===== src/rtl/math_unit_pkg.sv =====
// Shared opcode/state encodings for the sequential math helper.
package math_unit_pkg;

  localparam int OP_WIDTH = 3;

  typedef enum logic [OP_WIDTH-1:0] {
    LOG2 = 3'd0,
    POW  = 3'd1,
    ABS  = 3'd2,
    MAX  = 3'd3,
    MIN  = 3'd4
  } op_t;

  typedef enum logic [1:0] {
    IDLE = 2'd0,
    CALC = 2'd1,
    DONE = 2'd2
  } state_t;

endpackage


===== src/rtl/seq_math_unit_if.sv =====
// Request/response bundle of the math unit: valid/ready in, valid/ready out.
interface seq_math_unit_if #(
  parameter int DATA_WIDTH = 8,
  parameter int RES_WIDTH  = 16
);
  import math_unit_pkg::*;

  logic                  in_vld;
  logic                  in_rdy;
  logic [OP_WIDTH-1:0]   in_op;
  logic [DATA_WIDTH-1:0] in_a;
  logic [DATA_WIDTH-1:0] in_b;
  logic                  out_vld;
  logic                  out_rdy;
  logic [RES_WIDTH-1:0]  out_res;
  logic                  out_ovf;
  logic                  out_err;

  modport master (
    output in_vld, in_op, in_a, in_b, out_rdy,
    input  in_rdy, out_vld, out_res, out_ovf, out_err
  );

  modport slave (
    input  in_vld, in_op, in_a, in_b, out_rdy,
    output in_rdy, out_vld, out_res, out_ovf, out_err
  );

endinterface


===== src/rtl/sat_ovf_mult.sv =====
// Signed RES_WIDTH x DATA_WIDTH multiply returning the wrapped product
// plus a flag when the exact product does not fit in signed RES_WIDTH.
module sat_ovf_mult #(
  parameter int DATA_WIDTH = 8,
  parameter int RES_WIDTH  = 16
) (
  input  logic signed [RES_WIDTH-1:0]  acc,
  input  logic signed [DATA_WIDTH-1:0] mul,
  output logic signed [RES_WIDTH-1:0]  prod,
  output logic                         ovf
);

  localparam int PW = RES_WIDTH + DATA_WIDTH;

  logic signed [PW-1:0] full;
  logic [DATA_WIDTH:0]  top_bits;

  assign full     = PW'(acc) * PW'(mul);
  assign prod     = full[RES_WIDTH-1:0];
  // In range only if every bit above the result sign bit repeats it.
  assign top_bits = full[PW-1:RES_WIDTH-1];
  assign ovf      = !((&top_bits) || (~|top_bits));

endmodule


===== src/rtl/seq_math_unit.sv =====
// Multi-cycle ceil-log2 / power / abs / max / min unit, one operation at a
// time; LOG2 and POW advance one step per clock.
module seq_math_unit
  import math_unit_pkg::*;
#(
  parameter int DATA_WIDTH = 8,
  parameter int RES_WIDTH  = 16
) (
  input logic             clk,
  input logic             rst_n,
  seq_math_unit_if.slave  io
);

  generate
    if (RES_WIDTH < DATA_WIDTH) begin : g_width_check
      $error("seq_math_unit: RES_WIDTH must be >= DATA_WIDTH");
    end
  endgenerate

  state_t                       state_reg, state_next;
  logic                         in_rdy_reg;
  logic [OP_WIDTH-1:0]          op_reg;
  logic [DATA_WIDTH-1:0]        a_reg, b_reg, cnt_reg;
  logic [DATA_WIDTH:0]          m_reg;
  logic [RES_WIDTH-1:0]         acc_reg, res_reg;
  logic                         ovf_reg, err_reg;
  logic                         accept, calc_done, mul_ovf;
  logic signed [RES_WIDTH-1:0]  a_ext, b_ext, abs_val, mul_res;

  assign accept  = (state_reg == IDLE) && io.in_vld && in_rdy_reg;
  assign a_ext   = RES_WIDTH'($signed(a_reg));
  assign b_ext   = RES_WIDTH'($signed(b_reg));
  // Negating the most negative value only stays negative when widths match.
  assign abs_val = a_reg[DATA_WIDTH-1] ? -a_ext : a_ext;

  sat_ovf_mult #(
    .DATA_WIDTH (DATA_WIDTH),
    .RES_WIDTH  (RES_WIDTH)
  ) u_mult (
    .acc  (acc_reg),
    .mul  (a_reg),
    .prod (mul_res),
    .ovf  (mul_ovf)
  );

  always_comb begin
    calc_done = 1'b1;
    case (op_reg)
      LOG2:    calc_done = !(m_reg < {1'b0, a_reg});
      POW:     calc_done = (cnt_reg == '0);
      default: calc_done = 1'b1;
    endcase
  end

  always_comb begin
    state_next = state_reg;
    case (state_reg)
      IDLE:    if (accept)     state_next = CALC;
      CALC:    if (calc_done)  state_next = DONE;
      DONE:    if (io.out_rdy) state_next = IDLE;
      default: state_next = IDLE;
    endcase
  end

  always_ff @(posedge clk or negedge rst_n) begin
    if (!rst_n) begin
      state_reg  <= IDLE;
      in_rdy_reg <= 1'b0;
    end else begin
      state_reg  <= state_next;
      in_rdy_reg <= (state_next == IDLE);
    end
  end

  always_ff @(posedge clk or negedge rst_n) begin
    if (!rst_n) begin
      op_reg  <= '0;
      a_reg   <= '0;
      b_reg   <= '0;
      cnt_reg <= '0;
      m_reg   <= '0;
      acc_reg <= '0;
      res_reg <= '0;
      ovf_reg <= 1'b0;
      err_reg <= 1'b0;
    end else begin
      case (state_reg)
        IDLE: begin
          if (accept) begin
            op_reg  <= io.in_op;
            a_reg   <= io.in_a;
            b_reg   <= io.in_b;
            cnt_reg <= io.in_b;
            m_reg   <= (DATA_WIDTH+1)'(1);
            // acc doubles as the LOG2 step count, so it starts at 0 there.
            acc_reg <= (io.in_op == POW) ? RES_WIDTH'(1) : '0;
            ovf_reg <= 1'b0;
            err_reg <= 1'b0;
          end
        end
        CALC: begin
          case (op_reg)
            LOG2: begin
              if (calc_done) begin
                res_reg <= acc_reg;
              end else begin
                acc_reg <= acc_reg + RES_WIDTH'(1);
                m_reg   <= m_reg << 1;
              end
            end
            POW: begin
              if (calc_done) begin
                res_reg <= acc_reg;
              end else begin
                acc_reg <= mul_res;
                ovf_reg <= ovf_reg | mul_ovf;
                cnt_reg <= cnt_reg - DATA_WIDTH'(1);
              end
            end
            ABS: begin
              res_reg <= abs_val;
              ovf_reg <= abs_val[RES_WIDTH-1];
            end
            MAX:     res_reg <= ($signed(a_reg) >= $signed(b_reg)) ? a_ext : b_ext;
            MIN:     res_reg <= ($signed(a_reg) <= $signed(b_reg)) ? a_ext : b_ext;
            default: begin
              res_reg <= '0;
              err_reg <= 1'b1;
            end
          endcase
        end
        default: ;
      endcase
    end
  end

  assign io.in_rdy  = in_rdy_reg;
  assign io.out_vld = (state_reg == DONE);
  assign io.out_res = res_reg;
  assign io.out_ovf = ovf_reg;
  assign io.out_err = err_reg;

endmodule

===== src/flat_wrapper.sv =====
// flat-port wrapper written by rule: the top's interface ports become plain ports
module seq_math_unit_flat import math_unit_pkg::*;
#(
  parameter int DATA_WIDTH = 8,
  parameter int RES_WIDTH  = 16
)
  (clk, rst_n, io_in_vld, io_in_op, io_in_a, io_in_b, io_out_rdy, io_in_rdy, io_out_vld, io_out_res, io_out_ovf, io_out_err);
  seq_math_unit_if #(.DATA_WIDTH(DATA_WIDTH), .RES_WIDTH(RES_WIDTH)) io_i ();
  input logic clk;
  input logic rst_n;
  input wire logic [$bits(io_i.in_vld)-1:0] io_in_vld;
  input wire logic [$bits(io_i.in_op)-1:0] io_in_op;
  input wire logic [$bits(io_i.in_a)-1:0] io_in_a;
  input wire logic [$bits(io_i.in_b)-1:0] io_in_b;
  input wire logic [$bits(io_i.out_rdy)-1:0] io_out_rdy;
  output wire logic [$bits(io_i.in_rdy)-1:0] io_in_rdy;
  output wire logic [$bits(io_i.out_vld)-1:0] io_out_vld;
  output wire logic [$bits(io_i.out_res)-1:0] io_out_res;
  output wire logic [$bits(io_i.out_ovf)-1:0] io_out_ovf;
  output wire logic [$bits(io_i.out_err)-1:0] io_out_err;
  assign io_i.in_vld = io_in_vld;
  assign io_i.in_op = io_in_op;
  assign io_i.in_a = io_in_a;
  assign io_i.in_b = io_in_b;
  assign io_i.out_rdy = io_out_rdy;
  assign io_in_rdy = io_i.in_rdy;
  assign io_out_vld = io_i.out_vld;
  assign io_out_res = io_i.out_res;
  assign io_out_ovf = io_i.out_ovf;
  assign io_out_err = io_i.out_err;
  seq_math_unit #(.DATA_WIDTH(DATA_WIDTH), .RES_WIDTH(RES_WIDTH)) u_core (.clk(clk), .rst_n(rst_n), .io(io_i));
endmodule

===== config.mk =====
export PLATFORM = sky130hd
export DESIGN_NAME = seq_math_unit_flat
export DESIGN_NICKNAME = d
export VERILOG_FILES = /design/src/rtl/math_unit_pkg.sv /design/src/rtl/seq_math_unit_if.sv /design/src/rtl/sat_ovf_mult.sv /design/src/rtl/seq_math_unit.sv /design/src/flat_wrapper.sv
export SDC_FILE = /design/constraint.sdc
export NUM_CORES = 1
export LEC_CHECK = 0
export BUFFER_PORTS_ARGS = -buffer_cell sky130_fd_sc_hd__clkbuf_2
export CORE_UTILIZATION = 58
export CTS_CLUSTER_DIAMETER = 120
export DETAILED_ROUTE_END_ITERATION = 12
export PLACE_DENSITY = 0.79
export RECOVER_POWER = 100
export SETUP_SLACK_MARGIN = 0.05
export SLEW_MARGIN = 40
export SYNTH_ARGS = -nofsm -noshare
export SYNTH_HDL_FRONTEND = slang
export SYNTH_SLANG_ARGS = --single-unit

===== constraint.sdc =====
create_clock -name clk -period 4.9 [get_ports clk]
set_input_delay 0.98 -clock clk [delete_from_list [all_inputs] [get_ports clk]]
set_output_delay 0.98 -clock clk [all_outputs]
set_load 0.1 [all_outputs]

==> summary.md <==
| Metric | Value |
|---|---|
| Outcome | `finished with violations` |
| Violated checks | `max-capacitance violations, max-slew violations, negative setup slack` |
| EDFF count, synth | `0` |
| Kind of critical path | `flop to flop` |
| CTS buffer count | `9` |
| Largest net degree at the start of global routing | `74` |
| Top_reg_cell synth | `dfrtp_1` |
| Final Setup Violations | `1` |
| Syn avg cell area | `roughly 8.5 um2` |
| Initial DRC count | `615` |
| Most frequent cells in the layout | `inv_1 (157), fa_1 (102), nand2_1 (93)` |
| Share of layout cells above drive strength 1 | `18.5%` |
| Reg2reg start | `u_core.a_reg[2]` |
| Die span in y | `approximately 130 um` |
| I/O pin count | `43` |
| CP arrival | `approximately 5.3 ns` |
| Fin crit share | `103%` |
| Gpl congestion | `between 0.9 and 1` |
| Clock Skew | `0.00647 ns` |
| Hold Path End | `u_core.io.out_err` |
| Num Clock Sinks | `73` |
| Routed WL | `23.5 mm` |
| Seq. cell area | `between 0.0015 and 0.002 mm2` |
| Core Util, Final | `a little over 70%` |
| Slew headroom | `-119%` |
| Mapped Area | `0.00882 mm2` |
| MaxCap Viol Count | `3` |
| Crit path time final | `5.05 ns` |
| First-pass GRT wire length | `between 30 and 40 mm` |
| Initial antenna violation count | `0` |
| Hold_buf cts | `0` |
| Routed vias/inst | `5.85` |
| Hold Startpoint | `u_core.io.out_err` |
| Vias in the first global route | `about 8k` |
| Clock slew at reported path FFs | `roughly 0.06 ns` |
| DR WL/cell | `17.7 um` |
| Distinct cells, synth | `63` |
| Most common cell after layout, fill and taps aside | `inv_1` |
| Post-synthesis sequential area ratio | `20.7%` |
| Drt drc | `0` |
| Post-DP HPWL | `17.8 mm` |
| Worst Setup End Kind | `flop` |
| Final-stage net count | `about 1.3k` |
| Core area | `0.0147 mm2` |
| Hold Path Stages | `2` |
| Worst Path Required | `5.12 ns` |
| Crit path from | `u_core.a_reg[2]` |
| Startpoint types | `flop` |
| RSZ-0062 raised after global routing | `true` |
| Multi-input logic area | `0.00640 mm2` |
| Synthesized netlist cell count | `1,037` |
| Worst R2R Setup Slack | `-0.15 ns` |
| Fmax | `0.198 GHz` |
| Final worst slack | `-0.146 ns` |
| Hold/Removal Path Class | `flop to flop` |
| Chip width | `roughly 130 um` |
| Final Hold Fails | `0` |
| Worst-margin pin slew | `3.28 ns` |
| Crit Reg-Reg Endpoint | `u_core.io.out_ovf` |
| Htree depth | `3` |
| Ant. Diodes | `0` |
| Die ar. | `0.0157 mm2` |
| Worst-Skew Late Latency | `0.34 ns` |
| I/O Buffers | `42` |
| Clock root buffer | `clkbuf_16` |
| # fillers | `1,129` |
| Syn nets | `1,226` |
| Tot GR Track Use | `31.7%` |
| Ys Warns | `0` |
| CP Max Fanout | `5` |
| Clk buf depth | `2` |
| Cell count of the worst reg-to-reg path | `20` |
| Asr flop ratio synth | `100%` |
| TritonCTS clock tree | `done` |
| Routed vias | `around 8k` |
| Area Overhead vs Synth | `18.1%` |
| Yosys reg bits | `73` |
| Initial Util | `60.0%` |
| Max-slew violations | `149` |
| GRT overflow | `0` |
| Drt first pass iters | `6` |
| Remaining antenna violation count | `0` |
| FP Rows | `44` |
how the worst max path moves through the flow:
stage	slack [ns]	endpoint	cells after the start
after floorplan	-0.07	u_core.io.out_ovf	19
after global placement	-0.13	u_core.io.out_ovf	19
after detailed placement	-0.23	u_core.io.out_ovf	19
after CTS	-0.13	u_core.io.out_ovf	19
after global routing	-0.36	u_core.io.out_ovf	19
final	-0.15	u_core.io.out_ovf	20
area by class of cell:
type,instances,area share (%)
clock buffer,12,2.37
clock inverter,4,0.276
inverter,162,5.84
multi-input combinational,747,61.5
sequential,73,17.6
tap,184,2.21
timing repair buffer,149,10.2
critical path, stage by stage, from the launching register on:
cell and delay [ns]:
dfrtp_1 0.40, buf_12 0.15, buf_6 0.12, and2_4 0.13
fa_1 0.52, fa_1 0.44, fa_1 0.56, inv_1 0.07
fa_1 0.53, inv_1 0.06, ha_4 0.28, inv_1 0.06
nor3_2 0.16, a31oi_1 0.10, buf_4 0.17, o21ai_4 0.17
a21oi_2 0.08, xor2_1 0.15, or4_1 0.54, nor3_2 0.16
nor3_1 0.06
routing by layer:
metal  up-vias  GRT usage, %  share of wire (%)
li1       3588             -                  -
met4         0          11.3                2.6
met3        57          3.55                8.3
met5         -             0                  0
met2       379          52.2                 47
met1      3766          43.8                 42
cell families (layout without fill, tap and decap cells):
family | after synthesis | in the layout | synth area share [%]
adder cells (fa/ha/maj) | 166 | 166 | 32.3
buffers and inverters | 217 | 327 | 9.33
AO/OA/AOI/OAI | 220 | 220 | 15.7
multiplexers | 3 | 3 | 0.340
AND/OR/NAND/NOR | 329 | 329 | 18.7
XOR/XNOR | 29 | 29 | 2.88
flip-flops | 73 | 73 | 20.7
synth_stat cells (3+ instances only):
library cell	number	area, um2
o211ai_1	6	45.0
o21bai_1	4	30.0
o2bb2ai_1	4	35.0
a221o_1	3	30.0
a21o_1	7	52.6
nor2b_1	4	25.0
nand2b_1	12	75.1
a211oi_1	3	22.5
inv_1	161	604
mux2i_1	3	30.0
nand2_1	96	360
or2_2	3	18.8
xnor2_1	21	184
a31oi_1	6	37.5
nor2_1	76	285
a31o_2	3	26.3
or4_1	3	22.5
nor4_1	5	31.3
o31ai_1	3	22.5
nor3_1	9	45.0
nor3b_1	4	30.0
a21oi_1	69	345
ha_1	63	788
fa_1	103	2060
a22o_1	9	78.8
o221a_2	5	56.3
dfrtp_1	73	1830
buf_2	4	20.0
o22ai_1	4	25.0
a22oi_1	13	97.6
o21ai_0	62	310
nand3_1	19	95.1
xor2_1	8	70.1
and3_1	12	75.1
and2_1	70	438
or3_1	4	25.0
clkbuf_1	50	188
per-stage QoR:
| stage | setup WS, ns | cell area [um2] | instances | hold WS, ns | TNS, ns |
|---|---|---|---|---|---|
| floorplan | -0.0735 | 9040 | 1037 | 0.458 | -0.0735 |
| global placement | -0.130 | 9890 | 1302 | 0.481 | -0.166 |
| finish | -0.146 | 10400 | 1331 | 0.522 | -0.146 |
| global route | -0.355 | 10400 | 1331 | 0.528 | -0.560 |
| detailed placement | -0.234 | 9900 | 1302 | 0.504 | -0.496 |
| CTS | -0.130 | 10300 | 1326 | 0.521 | -0.214 |
what timing repair did:
| action | CTS | global route |
|---|---|---|
| pin swaps | 25 | 11 |
| buffers inserted | 8 | 6 |
| gates cloned | 0 | 0 |
| resized for setup | 29 | 21 |
| setup endpoints to repair | 4 | 4 |
Power is not shown: default switching activity piles up to over one toggle a cycle in this logic, so the estimate is an artifact.
